$ cat src/rtl/prio_arbiter.sv
// -----------------------------------------------------------------------------
// prio_arbiter
//
// Registered priority arbiter for N requesters sharing one resource.
// Requests are level-sensitive. In IDLE a winner is picked, and its index and
// one-hot grant are latched one clock later. The grant is held until the
// resource acknowledges it, or until the winner drops its request (abort).
// Every release is followed by one IDLE bubble cycle, so two grants are never
// back-to-back.
//
// Winner selection:
//   RR = 0 : fixed priority, lowest set request index wins.
//   RR = 1 : round-robin. The scan starts at ptr and wraps mod N. ptr moves
//            to (idx+1) mod N only on an acknowledged grant. An abort leaves
//            ptr unchanged.
//
// Parameters:
//   N      number of request lines (2..32)
//   RR     0 = fixed priority, 1 = round-robin
//   IDX_W  width of idx, $clog2(N)
//
// Ports:
//   clk    clock, all state updates on posedge
//   rst    asynchronous reset, active-high
//   req    [N]     request lines
//   ack    1       resource consumed the current grant (ignored when valid=0)
//   any    1       combinational OR of req
//   valid  1       registered, a grant is held
//   idx    [IDX_W] registered index of the granted requester, 0 when idle
//   grant  [N]     registered one-hot of idx, all-zero when idle
// -----------------------------------------------------------------------------
module prio_arbiter #(
    parameter  int N     = 4,
    parameter  int RR    = 0,
    localparam int IDX_W = $clog2(N)
) (
    input  logic             clk,
    input  logic             rst,
    input  logic [N-1:0]     req,
    input  logic             ack,
    output logic             any,
    output logic             valid,
    output logic [IDX_W-1:0] idx,
    output logic [N-1:0]     grant
);

    typedef enum logic {
        S_IDLE  = 1'b0,
        S_GRANT = 1'b1
    } state_t;

    state_t           r_state;
    state_t           w_state_nxt;
    logic [IDX_W-1:0] r_idx;
    logic [IDX_W-1:0] r_ptr;
    logic [N-1:0]     r_grant;

    logic [IDX_W-1:0] w_ptr_nxt;
    logic [IDX_W-1:0] w_start;
    logic [IDX_W-1:0] w_win;
    logic [N-1:0]     w_win_onehot;
    logic [2*N-1:0]   w_req2;
    logic [N-1:0]     w_rot;
    logic             w_found;
    logic             w_load;
    logic             w_release;
    int               w_off;
    int               w_sum;

    // The any flag is intentionally unregistered and independent of reset.
    assign any = |req;

    // -------------------------------------------------------------------------
    // Winner selection.
    // The request vector is rotated so that the scan start sits at bit 0.
    // Then the lowest set bit of the rotated vector is found.
    // The offset is added back to the start position, wrapping mod N.
    // Doubling req makes the rotation a plain right shift. The same
    // wrap-around therefore works when N is not a power of two.
    // Fixed priority is the round-robin scan with the start pinned at 0.
    // -------------------------------------------------------------------------
    assign w_start = (RR != 0) ? r_ptr : '0;
    assign w_req2  = {req, req};
    assign w_rot   = N'(w_req2 >> w_start);

    always_comb begin
        // NOTE: every signal written here gets a default before any branch,
        // so no path can leave it unassigned and infer a latch.
        w_found = 1'b0;
        w_off   = 0;
        for (int k = 0; k < N; k++) begin
            if (!w_found && w_rot[k]) begin
                w_found = 1'b1;
                w_off   = k;
            end
        end
        w_sum = int'(w_start) + w_off;
        if (w_sum >= N) begin
            w_sum = w_sum - N;
        end
        w_win = IDX_W'(w_sum);
    end

    always_comb begin
        w_win_onehot        = '0;
        w_win_onehot[w_win] = 1'b1;
    end

    // -------------------------------------------------------------------------
    // Next-state logic.
    // ack takes priority over a dropped request. An acknowledged grant moves
    // the round-robin pointer even if the winner has already let go of req.
    // -------------------------------------------------------------------------
    always_comb begin
        w_state_nxt = r_state;
        w_ptr_nxt   = r_ptr;
        w_load      = 1'b0;
        w_release   = 1'b0;
        unique case (r_state)
            S_IDLE: begin
                if (|req) begin
                    w_state_nxt = S_GRANT;
                    w_load      = 1'b1;
                end
            end
            S_GRANT: begin
                if (ack) begin
                    w_state_nxt = S_IDLE;
                    w_release   = 1'b1;
                    if (RR != 0) begin
                        w_ptr_nxt = (r_idx == IDX_W'(N - 1)) ? '0 : r_idx + 1'b1;
                    end
                end else if (!req[r_idx]) begin
                    w_state_nxt = S_IDLE;
                    w_release   = 1'b1;
                end
            end
            default: begin
                w_state_nxt = S_IDLE;
            end
        endcase
    end

    // -------------------------------------------------------------------------
    // State and output registers.
    // Reset clears everything immediately, even in the middle of a grant.
    // -------------------------------------------------------------------------
    always_ff @(posedge clk or posedge rst) begin
        // NOTE: state is updated with non-blocking assignments, so every
        // register here samples the values from before this edge.
        if (rst) begin
            r_state <= S_IDLE;
            r_ptr   <= '0;
            r_idx   <= '0;
            r_grant <= '0;
        end else begin
            r_state <= w_state_nxt;
            r_ptr   <= w_ptr_nxt;
            if (w_load) begin
                r_idx   <= w_win;
                r_grant <= w_win_onehot;
            end else if (w_release) begin
                r_idx   <= '0;
                r_grant <= '0;
            end
        end
    end

    assign valid = (r_state == S_GRANT);
    assign idx   = r_idx;
    assign grant = r_grant;

endmodule

$ cat config.mk
export PLATFORM = sky130hd
export DESIGN_NAME = prio_arbiter
export DESIGN_NICKNAME = d
export VERILOG_FILES = /design/src/rtl/prio_arbiter.sv
export SDC_FILE = /design/constraint.sdc
export NUM_CORES = 1
export LEC_CHECK = 0
export CAP_MARGIN = 5
export CORE_AREA = 2 2 39 41
export CTS_CLUSTER_DIAMETER = 120
export DETAILED_ROUTE_END_ITERATION = 10
export DIE_AREA = 0 0 41 43
export DONT_BUFFER_PORTS = 1
export PLACE_DENSITY = 0.46
export SLEW_MARGIN = 20
export SYNTH_ARGS = -nofsm -noshare
export SYNTH_HDL_FRONTEND = slang
export SYNTH_SLANG_ARGS = --single-unit
$ cat constraint.sdc
create_clock -name clk -period 1.4 [get_ports clk]
set_input_delay 0.35 -clock clk [delete_from_list [all_inputs] [get_ports clk]]
set_output_delay 0.35 -clock clk [all_outputs]
set_load 0.05 [all_outputs]
==> results of run 1 <==
## cell usage in the layout, fill, tap and decap left out, types with 2 or more instances in the layout
master    instances
o21ai_0           4
o22ai_1           2
clkbuf_4          3
inv_1             7
dfrtp_1           5
buf_4             5
dfrtp_2           2
nand2_1           3
nor2_1            2
## layer usage
layer  GRT usage  up-vias  wire [um]  part of all wire
li1            -      165          -                 -
met1      0.1645      163        371              0.42
met2      0.1781       10        453              0.51
met3     0.04712        2         43             0.049
met4     0.08000        0         11             0.013
met5           0        -          0                 0
## cell type report
class | count | area, um2 | share of cell area
clock buffer | 4 | 26.28 | 0.05198
sequential | 7 | 177.7 | 0.3515
inverter | 7 | 26.28 | 0.05198
multi-input combinational | 27 | 207.7 | 0.4109
tap | 16 | 20.02 | 0.03960
timing repair buffer | 6 | 47.55 | 0.09406
## power breakdown
part / internal [mW] / switching (mW) / leakage (nW)
combinational: 0.142 / 0.240 / 0.136
sequential: 0.256 / 0.0944 / 0.0895
clock: 0.109 / 0.0729 / 0.0150
## kinds of logic (layout without fill, tap and decap cells)
family	count (synthesis)	count (layout)	synth area share
muxes	2	2	0.06421
buffers and inverters	7	17	0.06423
and+or+nand+nor	14	14	0.2355
AOI/OAI and AO/OA	11	11	0.2079
DFF	7	7	0.4281
## worst paths after layout
| kind | startpoint | to | slack (ps) |
|---|---|---|---|
| min in group asynchronous | rst | grant[1] | 470 |
| min | req[2] | idx[1] | 250 |
| max | req[3] | any | 60 |
| min reg2reg | idx[1] | idx[1] | 580 |
| max reg2reg | idx[0] | grant[0] | 100 |
| max in group asynchronous | rst | idx[0] | 690 |
## through the flow
stage                     instances  utilization  area (um2)  hold WS, ps
after floorplan                  41            -       411.6        153.3
after global placement           62       0.3391       469.2        189.9
after detailed placement         62       0.3391       469.2        195.6
after CTS                        67       0.3653       505.5        241.9
after global routing             67       0.3653       505.5        242.9
final                            67       0.3653       505.5        246.1
## worst register-to-register path: stages, from the launching register on
cell and delay [ps]:
dfrtp_2 440, mux2_4 330, a22oi_4 240, o221ai_1 160
## what timing repair did
item                                   4_1_cts  5_1_grt
hold buffers                                 1        0
resized for setup                            0        0
endpoints found under the hold margin        7        0
## state kept, by name, summed over array words and instances, names as in the netlist
signal and count:
valid 1, grant 4, idx 2
==> out/results.md, run 1 <==
| Result | Reported | Unit |
| --- | --- | --- |
| Sequential fraction of the synthesis area | 0.4281 | - |
| Fraction of post-synthesis cell area in the top cell type by area | 0.4281 | - |
| Total wire length | 880 | um |
| Post-DP HPWL | 697 | um |
| Number of vias per cell after detailed routing | 5.075 | - |
| Count of inserted antenna diode cells | 0 | - |
| Post-synthesis cell count | 41 | - |
| Vias in the first global route | 335 | - |
| Ys flop type | dfrtp_1 | - |
| Worst-case clock buffer depth | 2 | - |
| TritonCTS Sinks | 7 | - |
| Largest stage delay, worst path | 640 | ps |
| Synth unique cells | 22 | - |
| Net count after synthesis | 48 | - |
| Warnings from Yosys | 0 | - |
| Top cells by area in the synthesized netlist | dfrtp_1, inv_1, a22oi_4 | - |
| Wire length of the first global-routing pass | 1490 | um |
| CTS H-tree lvls | 1 | - |
| Count of final hold-check violations | 0 | - |
| Placeable core area | 1384 | um2 |
| Pin count of the biggest net entering global routing | 10 | - |
| Number of antenna violations at the first check in global routing | 0 | - |
| Crit path DAT | 990 | ps |
| Remaining antenna violation count | 0 | - |
| Total via count after detailed routing | 340 | - |
| Layout-stage area growth over the synthesis result | 23.55 | % |
| Mapped cell area | 409.1 | um2 |
| TritonCTS buffer count | 3 | - |
| Post-synthesis average cell area | 9.979 | um2 |
| Worst path bufs/invs | 0 | - |
| Average wire length per cell after detail routing | 13.13 | um |
| Final setup skew | 4.517 | ps |
| Layout net count | 59 | - |
| Slowest-stage cell, CP | or4_4 | - |
| VDD IR-drop max | 0.0006310 | V |
| Biggest area consumer among synthesized cells | dfrtp_1 | - |
| Die Footprint | 1763 | um2 |
| Initial core utilization | 0.2957 | - |
| Sum of internal, switching and leakage power | 0.9130 | mW |
| Std cell rows | 14 | - |
| PD cells | 1806 | nW/um2 |
| Clock-pin transition on the worst setup and hold timing paths | 50 | ps |
| Number of max-slew violations in the final report | 0 | - |
| Overall global routing resource usage | 0.1294 | - |
| Worst hold path depth | 2 | - |
| Max Freq | 746.4 | MHz |
| Setup total negative slack | 0 | ps |
| Slew Limit Headroom | 0.6711 | - |
| Critical Path Fanout Max | 7 | - |
| Share of layout cells above drive strength 1 | 0.3725 | - |
| Fraction of the cycle the final worst path needs | 0.9569 | - |
| Critical path launch point type | input port | - |
| Die height | 43 | um |
| DR pass1 iterations | 4 | - |
| Count of max-cap constraint violations | 0 | - |
| IO Port Bufs | 0 | - |
| Placer congestion estimate | 0.7986 | - |
| Commonest cells in the synthesized netlist | dfrtp_1, inv_1, o21ai_0 | - |
| Leakage power | 0.2405 | nW |
| Total setup violations reported at the end of the flow | 0 | - |
| Fraction of synthesis flops using an asynchronous set or reset pin | 1.000 | - |
| Buffers inserted by post-CTS timing repair | 0 | - |
| Fill cells | 139 | - |
| DRT iter0 DRCs | 9 | - |
| Post-placement setup slack | 59.88 | ps |
| Clock tree from TritonCTS | built | - |
| Least-Margin Pin Slew | 493.3 | ps |
| Series of cell instances along the critical path | or4_4 | - |
| Result of the run | complete, no violations | - |
| Clk Tree Root Cell | clkbuf_4 | - |
| Final critical path time including I/O delays and setup | 1340 | ps |
| Kind of capture point of the worst setup path | output pin | - |
| Yosys reg bits | 7 | - |
| Worst endpoint required time | 1050 | ps |
| Worst path setup slack after routing | 60.31 | ps |
| Number of remaining DRC errors | 0 | - |
| Kind of critical path | input port to output pin | - |
| Number of synthesized flops with an enable pin | 0 | - |
| Worst Reg2Reg Path Length in Cells | 3 | - |
| Worst hold-check path type | input port to flip-flop | - |
| Chip Width | 41 | um |
| Number of ports placed on the die boundary | 15 | - |
| Grt total ovfl | 0 | - |
| Clock insertion delay at the later pin of the skew report | 250 | ps |
| Setup repair after global routing missed its margin | no | - |
| Levels on crit path | 1 | - |
| Kind of cell adding the most delay to the critical path | simple AND/OR/NAND/NOR gates | - |
(Power assumes the default switching activity.)
==> run 2: changes to the inputs <==
--- a/config.mk
+++ b/config.mk
@@ -5,13 +5,14 @@
 export SDC_FILE = /design/constraint.sdc
 export NUM_CORES = 1
 export LEC_CHECK = 0
+export ABC_AREA = 1
 export CAP_MARGIN = 5
 export CORE_AREA = 2 2 39 41
 export CTS_CLUSTER_DIAMETER = 120
 export DETAILED_ROUTE_END_ITERATION = 10
 export DIE_AREA = 0 0 41 43
 export DONT_BUFFER_PORTS = 1
-export PLACE_DENSITY = 0.46
+export PLACE_DENSITY = 0.44
 export SLEW_MARGIN = 20
 export SYNTH_ARGS = -nofsm -noshare
 export SYNTH_HDL_FRONTEND = slang
==> run 2 against run 1 <==
- clock power increased by 4%
- routed wire length decreased by 4.5%
- highest routed layer unchanged
- power decreased by 6.1%
==> out/results.md, run 2 <==
| Result | Reported | Unit | Change |
| --- | --- | --- | --- |
| Die height | 43 | um | unchanged |
| Biggest area consumer among synthesized cells | dfrtp_1 | - | unchanged |
| Fill cells | 151 | - | was 139 |
| Kind of capture point of the worst setup path | output pin | - | unchanged |
| Launch point of the worst hold path | req[2] | - | unchanged |
| Max Freq | 809.2 | MHz | was 746.4 MHz |
| Std cell rows | 14 | - | unchanged |
| PD cells | 1827 | nW/um2 | was 1806 nW/um2 |
| Worst-case clock buffer depth | 2 | - | unchanged |
| Setup slack on the worst flop-to-flop path | 320 | ps | was 100 ps |
| Fraction of post-synthesis cell area in the top cell type by area | 0.4575 | - | was 0.4281 |
| Commonest cells in the synthesized netlist | nand2_1, dfrtp_1, inv_1 | - | was dfrtp_1, inv_1, o21ai_0 |
| Placeable core area | 1384 | um2 | unchanged |
| Cell-internal power | 0.4461 | mW | was 0.5061 mW |
| Clock network fraction of total power | 0.221 | - | was 0.199 |
| TritonCTS buffer count | 3 | - | unchanged |
| Ys flop type | dfrtp_1 | - | unchanged |
| Number of vias per cell after detailed routing | 4.429 | - | was 5.075 |
| Remaining antenna violation count | 0 | - | unchanged |
| Post-DP HPWL | 648.3 | um | was 697 um |
| Total via count after detailed routing | 341 | - | was 340 |
| Synth unique cells | 13 | - | was 22 |
| Post-synthesis cell count | 52 | - | was 41 |
| Net switching power of the design | 0.4110 | mW | was 0.4069 mW |
| Net count after synthesis | 59 | - | was 48 |
| Worst Reg2Reg Path Length in Cells | 7 | - | was 3 |
| Number of max-slew violations in the final report | 0 | - | unchanged |
| Leakage power | 0.2549 | nW | was 0.2405 nW |
| Commonest non-fill, non-tap cell in the layout | nand2_1 | - | was inv_1 |
| Critical path launch point type | flip-flop | - | was input port |
| Pin count of the biggest net entering global routing | 8 | - | was 10 |
| Total setup violations reported at the end of the flow | 0 | - | unchanged |
| Wire length of the first global-routing pass | 1407 | um | was 1490 um |
| Vias in the first global route | 313 | - | was 335 |
| Switching portion of total power | 0.4795 | - | was 0.4456 |
| Number of placed instances with taps included | 72 | - | was 62 |
| Count of inserted antenna diode cells | 0 | - | unchanged |
| Critical register-to-register path endpoint | grant[0] | - | unchanged |
| Average wire length per cell after detail routing | 10.91 | um | was 13.13 um |
| Worst endpoint required time | 1050 | ps | about the same |
| Sequential group share of total power | 0.427 | - | was 0.384 |
| Sum of internal, switching and leakage power | 0.8571 | mW | was 0.9130 mW |
| Number of ports placed on the die boundary | 15 | - | unchanged |
| Crit path DAT | 890 | ps | was 990 ps |
| Most frequent cells in the layout | nand2_1, dfrtp_1, inv_1 | - | was inv_1, dfrtp_1, buf_4 |
| Kind of critical path | flip-flop to output pin | - | was input port to output pin |
| Setup total negative slack | 0 | ps | unchanged |
| Max FFs per register | 4 | - | unchanged |
| Worst hold-check path type | input port to flip-flop | - | unchanged |
| Top cells by area in the synthesized netlist | dfrtp_1, nand2_1, nand3_1 | - | was dfrtp_1, inv_1, a22oi_4 |
| Clock tree from TritonCTS | built | - | unchanged |
| Worst r2r src | idx[0] | - | unchanged |
| Clk Tree Root Cell | clkbuf_4 | - | unchanged |
| Mapped cell area | 382.9 | um2 | was 409.1 um2 |
| Worst Setup SP | grant[0] | - | was req[3] |
| Clock-pin transition on the worst setup and hold timing paths | 50 | ps | about the same |
| Number of antenna violations at the first check in global routing | 0 | - | unchanged |
| Fraction of the cycle the final worst path needs | 0.8827 | - | was 0.9569 |
| Final critical path time including I/O delays and setup | 1236 | ps | was 1340 ps |
| Die Footprint | 1763 | um2 | unchanged |
| Sink of the worst hold path | grant[2] | - | was idx[1] |
| VDD IR-drop max | 0.0006115 | V | was 0.0006310 V |
| Count of max-cap constraint violations | 0 | - | unchanged |
| Post_cts resized | 0 | - | unchanged |
| Yosys reg bits | 7 | - | unchanged |
| DR pass1 iterations | 1 | - | was 4 |
| Worst hold path depth | 2 | - | unchanged |
| Non-filler cells in the finished layout | 77 | - | was 67 |
| Grt total ovfl | 0 | - | unchanged |
| Fraction of synthesis flops using an asynchronous set or reset pin | 1.000 | - | unchanged |
| Overall global routing resource usage | 0.1226 | - | was 0.1294 |
| IO Port Bufs | 0 | - | unchanged |
| Total wire length | 840 | um | was 880 um |
| Layout net count | 69 | - | was 59 |
| Warnings from Yosys | 0 | - | unchanged |
| Placer congestion estimate | 0.6714 | - | was 0.7986 |
| Number of synthesized flops with an enable pin | 0 | - | unchanged |
| Share of layout cells above drive strength 1 | 0.2295 | - | was 0.3725 |
| Sequential fraction of the synthesis area | 0.4575 | - | was 0.4281 |
| TritonCTS Sinks | 7 | - | unchanged |
| Clock insertion delay at the later pin of the skew report | 250 | ps | about the same |
| Final setup skew | 0.5905 | ps | was 4.517 ps |
| Slew Limit Headroom | 0.6862 | - | was 0.6711 |
| DRT iter0 DRCs | 0 | - | was 9 |
| Buffers inserted by post-CTS timing repair | 0 | - | unchanged |
| Number of remaining DRC errors | 0 | - | unchanged |
| Combinational Power Share | 0.352 | - | was 0.417 |
| Post-synthesis average cell area | 7.363 | um2 | was 9.979 um2 |
| Least-Margin Pin Slew | 470.7 | ps | was 493.3 ps |
| Count of final hold-check violations | 0 | - | unchanged |
| Result of the run | complete, no violations | - | unchanged |
| Critical Path Fanout Max | 2 | - | was 7 |
| Chip Width | 41 | um | unchanged |
| Count leader, synth | nand2_1 | - |  |
| CTS H-tree lvls | 1 | - | unchanged |
| Setup repair after global routing missed its margin | no | - | unchanged |
| Layout-stage area growth over the synthesis result | 22.55 | % | was 23.55% |
| Initial core utilization | 0.2767 | - | was 0.2957 |
## run 2: cell count changes after synthesis, moves of 2 or more
| cell | delta |
|---|---|
| o22ai_1 | -2 |
| o21ai_0 | -3 |
| nand4_1 | +2 |
| nand2_1 | +17 |
| nand3_1 | +5 |
| inv_2 | +2 |
| nand2_2 | +2 |
## run 2: layout make-up
cell class	count	area, um2	area share
clock buffer	4	26.28	0.05600
inverter	8	30.03	0.06400
multi-input combinational	37	177.7	0.3787
sequential	7	175.2	0.3733
tap	16	20.02	0.04267
timing repair buffer	5	40.04	0.08533
## run 2: cells by family (layout without fill, tap and decap cells)
logic type      count (synthesis)  count (layout)  synth area share
compound gates                  2               2           0.03594
buf+inv                         8              17           0.07843
simple gates                   35              35            0.4281
flops                           7               7            0.4575
## run 2: timing repair
item	CTS	global route
endpoints found under the hold margin	7	0
hold buffers	1	0
setup endpoints to repair	0	0
## run 2: metal layers
metal  global-route usage  up-vias  routed length [um]
met3              0.03665        3                  61
li1                     -      179                   -
met2               0.1563       11                 381
met4               0.1000        0                  24
met1               0.1623      148                 373
met5                    0        -                   0
## run 2: worst max path at each step
stage                     cells after the start  slack (ps)       end
final                                         0         160  grant[0]
after floorplan                               7          90    idx[0]
after detailed placement                      3         240       any
after global placement                        3         240       any
after CTS                                     0         150  grant[1]
after global routing                          0         130  grant[1]
## run 2: power groups by stage
stage          logic [mW]  registers (mW)  clock network (mW)
6_report            0.301           0.366               0.190
5_1_grt             0.340           0.371               0.214
4_1_cts             0.306           0.367               0.202
3_5_place_dp        0.302           0.370                   0
3_3_place_gp        0.304           0.371                   0
2_1_floorplan       0.134           0.458                   0
## run 2: metrics by stage
step           worst slack (ps)  area [um2]  hold WS [ps]    util
3_3_place_gp              244.5       432.9         190.9  0.3128
4_1_cts                   145.7       469.2         257.5  0.3391
3_5_place_dp              235.6       432.9         193.3  0.3128
2_1_floorplan             93.24       382.9         153.4       -
6_report                  164.2       469.2         251.3  0.3391
5_1_grt                   129.1       469.2         252.8  0.3391
==> run 3: changes to the inputs <==
--- a/config.mk
+++ b/config.mk
@@ -7,12 +7,15 @@
 export LEC_CHECK = 0
 export ABC_AREA = 1
 export CAP_MARGIN = 5
+export CELL_PAD_IN_SITES_DETAIL_PLACEMENT = 0
+export CELL_PAD_IN_SITES_GLOBAL_PLACEMENT = 1
 export CORE_AREA = 2 2 39 41
 export CTS_CLUSTER_DIAMETER = 120
 export DETAILED_ROUTE_END_ITERATION = 10
 export DIE_AREA = 0 0 41 43
 export DONT_BUFFER_PORTS = 1
-export PLACE_DENSITY = 0.44
+export PLACE_DENSITY = 0.58
+export REMOVE_ABC_BUFFERS = 1
 export SLEW_MARGIN = 20
 export SYNTH_ARGS = -nofsm -noshare
 export SYNTH_HDL_FRONTEND = slang
==> run 3 against run 2 <==
- power down 0.59%
- sequential share of layout area is the same
- hold slack gained 5.7 ps
- via count grew 2.3%
- clock power decreased by 5%
- sequential cell count unchanged
- largest power group unchanged
- largest cell class unchanged
- core utilization unchanged
==> out/results.md, run 3 (synthesized netlist as in run 2, its figures left out) <==
| Result | Reported | Unit | Change |
| --- | --- | --- | --- |
| Placeable core area | 1384 | um2 | unchanged |
| Average wire length per cell after detail routing | 10.66 | um | was 10.91 um |
| VDD IR-drop max | 0.0007396 | V | was 0.0006115 V |
| Final critical path time including I/O delays and setup | 1236 | ps | about the same |
| Crit path DAT | 890 | ps | about the same |
| Vias in the first global route | 332 | - | was 313 |
| Least-Margin Pin Slew | 477.4 | ps | was 470.7 ps |
| Initial core utilization | 0.2767 | - | unchanged |
| Remaining antenna violation count | 0 | - | unchanged |
| Chip Width | 41 | um | unchanged |
| Number of remaining DRC errors | 0 | - | unchanged |
| PD cells | 1816 | nW/um2 | was 1827 nW/um2 |
| Total setup violations reported at the end of the flow | 0 | - | unchanged |
| Detail Route met3 WL | 64 | um | was 61 um |
| Layout-stage area growth over the synthesis result | 22.55 | % | unchanged |
| IO Port Bufs | 0 | - | unchanged |
| Clock-pin transition on the worst setup and hold timing paths | 50 | ps | about the same |
| Post-DP HPWL | 659 | um | was 648.3 um |
| Met2 wire len | 405 | um | was 381 um |
| Number of vias per cell after detailed routing | 4.532 | - | was 4.429 |
| Worst hold-check path type | input port to flip-flop | - | unchanged |
| Kind of capture point of the worst setup path | output pin | - | unchanged |
| Final setup skew | 4.762 | ps | was 0.5905 ps |
| Pin count of the biggest net entering global routing | 8 | - | unchanged |
| Clock tree from TritonCTS | built | - | unchanged |
| Number of antenna violations at the first check in global routing | 0 | - | unchanged |
| Critical Path Fanout Max | 2 | - | unchanged |
| Number of placed instances with taps included | 72 | - | unchanged |
| Count of final hold-check violations | 0 | - | unchanged |
| Sum of internal, switching and leakage power | 0.8521 | mW | was 0.8571 mW |
| Placer congestion estimate | 0.6608 | - | was 0.6714 |
| Post-placement setup slack | 245.3 | ps | was 235.6 ps |
| Kind of critical path | flip-flop to output pin | - | unchanged |
| Max Freq | 808.8 | MHz | was 809.2 MHz |
| Slew Limit Headroom | 0.6817 | - | was 0.6862 |
| Setup total negative slack | 0 | ps | unchanged |
| Total wire length | 821 | um | was 840 um |
| Setup repair after global routing missed its margin | no | - | unchanged |
| Post_cts resized | 0 | - | unchanged |
| Count of max-cap constraint violations | 0 | - | unchanged |
| Clock insertion delay at the later pin of the skew report | 250 | ps | about the same |
| Number of max-slew violations in the final report | 0 | - | unchanged |
| Number of ports placed on the die boundary | 15 | - | unchanged |
| DR pass1 iterations | 4 | - | was 1 |
| Grt total ovfl | 0 | - | unchanged |
| Worst-case clock buffer depth | 2 | - | unchanged |
| Share of layout cells above drive strength 1 | 0.2295 | - | unchanged |
| Non-filler cells in the finished layout | 77 | - | unchanged |
| Wire length of the first global-routing pass | 1435 | um | was 1407 um |
| Clk Tree Root Cell | clkbuf_4 | - | unchanged |
| Layout net count | 69 | - | unchanged |
| TritonCTS buffer count | 3 | - | unchanged |
| Std cell rows | 14 | - | unchanged |
| Commonest non-fill, non-tap cell in the layout | nand2_1 | - | unchanged |
| Worst path setup slack after routing | 163.6 | ps | was 164.2 ps |
| Result of the run | complete, no violations | - | unchanged |
| Wire length the detailed router placed on met1 | 350 | um | was 373 um |
| Total via count after detailed routing | 349 | - | was 341 |
| TritonCTS Sinks | 7 | - | unchanged |
| Most frequent cells in the layout | nand2_1, dfrtp_1, inv_1 | - | unchanged |
| DRT iter0 DRCs | 10 | - | was 0 |
| Overall global routing resource usage | 0.1254 | - | was 0.1226 |
| Uppermost layer routed | met3 | - | was met4 |
| Die Footprint | 1763 | um2 | unchanged |
| Critical path launch point type | flip-flop | - | unchanged |
| Max FFs per register | 4 | - | unchanged |
| Leakage power | 0.2549 | nW | unchanged |
| Count of inserted antenna diode cells | 0 | - | unchanged |
| Worst endpoint required time | 1050 | ps | about the same |
| Fraction of the cycle the final worst path needs | 0.8831 | - | was 0.8827 |
| CTS H-tree lvls | 1 | - | unchanged |
| Die height | 43 | um | unchanged |
run 3: area by class of cell:
class                   instances  area, um2
fillers                       149      914.6
clock buffers                   4      26.28
flip-flops and latches          7      175.2
well taps                      16      20.02
inverters                       8      30.03
repair buffers                  5      40.04
multi-input cells              37      177.7
run 3: metal layers:
layer,GRT usage,vias up
met5,0,-
met4,0,0
met3,0.09424,0
met2,0.1844,13
met1,0.1546,157
li1,-,179
run 3: worst paths after layout:
check	start	to	slack [ps]	cells past startpoint
max in group asynchronous	rst	grant[1]	710	2
min in group asynchronous	rst	grant[2]	470	2
max	grant[3]	grant[3]	160	0
min reg2reg	idx[1]	idx[1]	550	2
min	req[3]	grant[3]	260	2
max reg2reg	idx[0]	grant[0]	300	7
run 3: timing repair:
| item | 4_1_cts | 5_1_grt |
|---|---|---|
| endpoints found under the hold margin | 7 | 0 |
| hold buffers | 1 | 0 |
| setup buffers | 0 | 0 |
run 3: where the power goes:
group | leakage [nW] | total [mW] | switching [mW] | internal (mW)
registers | 0.0921 | 0.369 | 0.119 | 0.250
clock network | 0.0150 | 0.181 | 0.0721 | 0.109
logic | 0.148 | 0.303 | 0.216 | 0.0871
total | 0.255 | 0.852 | 0.406 | 0.446
run 3: stage by stage:
step             util  area (um2)  hold WS, ps
2_1_floorplan       -       382.9        153.4
3_3_place_gp   0.3128       432.9        187.9
3_5_place_dp   0.3128       432.9        187.6
4_1_cts        0.3391       469.2        256.5
5_1_grt        0.3391       469.2        256.5
6_report       0.3391       469.2        257.0
==> edit, RTL diff (flow settings as in run 2) <==
Make the reset (`rst`) synchronous in one clocked block. Comments in the files are not updated.
--- a/src/rtl/prio_arbiter.sv
+++ b/src/rtl/prio_arbiter.sv
@@ -145,7 +145,7 @@
     // State and output registers.
     // Reset clears everything immediately, even in the middle of a grant.
     // -------------------------------------------------------------------------
-    always_ff @(posedge clk or posedge rst) begin
+    always_ff @(posedge clk) begin
         // NOTE: state is updated with non-blocking assignments, so every
         // register here samples the values from before this edge.
         if (rst) begin
Function: differs if rst is asserted again (counterexample within 4 cycles, from zero or initial values and one cycle with rst high); with rst held inactive, the same outputs for 10 cycles.
==> edit against run 2 <==
  * Routed wire length down 2.4%
  * Sequential cell count unchanged
  * Area after synthesis shrank 2.0%
  * Maximum frequency increased by 0.37%
  * Worst setup slack improved by 0.0045 ns
  * Cell area fell by 3.7%
  * Utilization is 1.3 points lower
  * Count of clock-buffer cells in the layout unchanged
  * Largest cell class unchanged
Power is not compared: it rests on default switching activity, and its combinational part moved more than twofold at a synthesized area within 25%.
==> edit: results (changes against run 2) <==
Hold WC Path Type in2reg; crit path DAT 0.88 ns; root buffer cell clkbuf_4; vias in the first global route 331 (+5.8%); synth top area cells dfxtp_1, nand2_1, a21oi_1, nand3_2, inv_1; largest net degree at the start of global routing 8 (unchanged); hpwl dp 652.4 microns (+0.63%); First-pass DRT Iterations 4 (+3); Mapped Nets 60 (+1.7%); Synth Area in Compound Gates 12.00% (+8.4 points); Lkg Pwr 0.1923 nW; outcome completed; Total Routing Usage GR 11.85% (-0.41 points); Clock Skew 0.004399 ns (+0.003808 ns); layout cells sized above 1 27.87% (+4.9 points); clk slew on worst S/H paths 0.05 ns (about the same); Synth async-reset ratio 0% (-100 points); Distinct cells, synth 15 (+2); Vias/cell 4.545 (+2.6%); sequential area share after synthesis 37.33% (-8.4 points); Synth Flop Type dfxtp_1; first-pass GRT wire length 1352 microns (-3.9%); Worst Tran Pin Value 0.5144 ns (+0.04370 ns); CTS H-tree lvls 1 (unchanged); Synth Area in Adders 0% (unchanged); drt wl/cell 10.65 microns (-2.4%); gpl congestion 0.6516 (-2.9%); Post-synth top cells nand2_1, a21oi_1, dfxtp_1; Initial DRC Count 9 (+9)
edit: per-layer routing:
layer | vias up | global-route usage, % | routed length [microns]
li1 | 188 | - | -
met1 | 151 | 15.76 | 374
met2 | 9 | 14.69 | 363
met3 | 2 | 3.665 | 73
met4 | 0 | 10.00 | 9
met5 | - | 0 | 0
edit: stage by stage:
stage | utilization (%) | std cells | instance area [sq um] | power, mW | setup slack (ns)
finish | 32.64 | 77 | 451.7 | 0.4993 | 0.1687
global route | 32.64 | 77 | 451.7 | 0.5333 | 0.1372
CTS | 32.64 | 77 | 451.7 | 0.5120 | 0.1544
detailed placement | 30.74 | 73 | 425.4 | 0.3243 | 0.2487
global placement | 30.74 | 73 | 425.4 | 0.3245 | 0.2492
floorplan | - | 53 | 375.4 | 0.3054 | 0.09097
edit: worst paths after layout:
| path | startpoint | to | slack [ns] | cells after the start |
|---|---|---|---|---|
| max | grant[2] | grant[2] | 0.17 | 0 |
| min | rst | grant[3] | 0.16 | 1 |
| max reg2reg | idx[0] | grant[1] | 0.38 | 6 |
| min reg2reg | idx[0] | idx[0] | 0.52 | 2 |
edit: area by class of cell:
| type | instances | area [sq um] |
|---|---|---|
| Multi-Input combinational cell | 37 | 201.4 |
| Clock buffer | 4 | 26.28 |
| Timing Repair Buffer | 4 | 30.03 |
| Inverter | 9 | 33.78 |
| Tap cell | 16 | 20.02 |
| Sequential cell | 7 | 140.1 |
| Fill cell | 161 | 932.1 |
edit: where the power goes:
group / internal [mW] / switching, mW / leakage, nW
clock: 0.109 / 0.0711 / 0.0150
combinational: 0.0269 / 0.0586 / 0.120
sequential: 0.210 / 0.0244 / 0.0574
edit: kinds of logic (layout without fill, tap and decap cells):
family | Yosys count | after routing
AOI/OAI and AO/OA | 9 | 9
buffers and inverters | 9 | 17
DFF | 7 | 7
and+or+nand+nor | 28 | 28
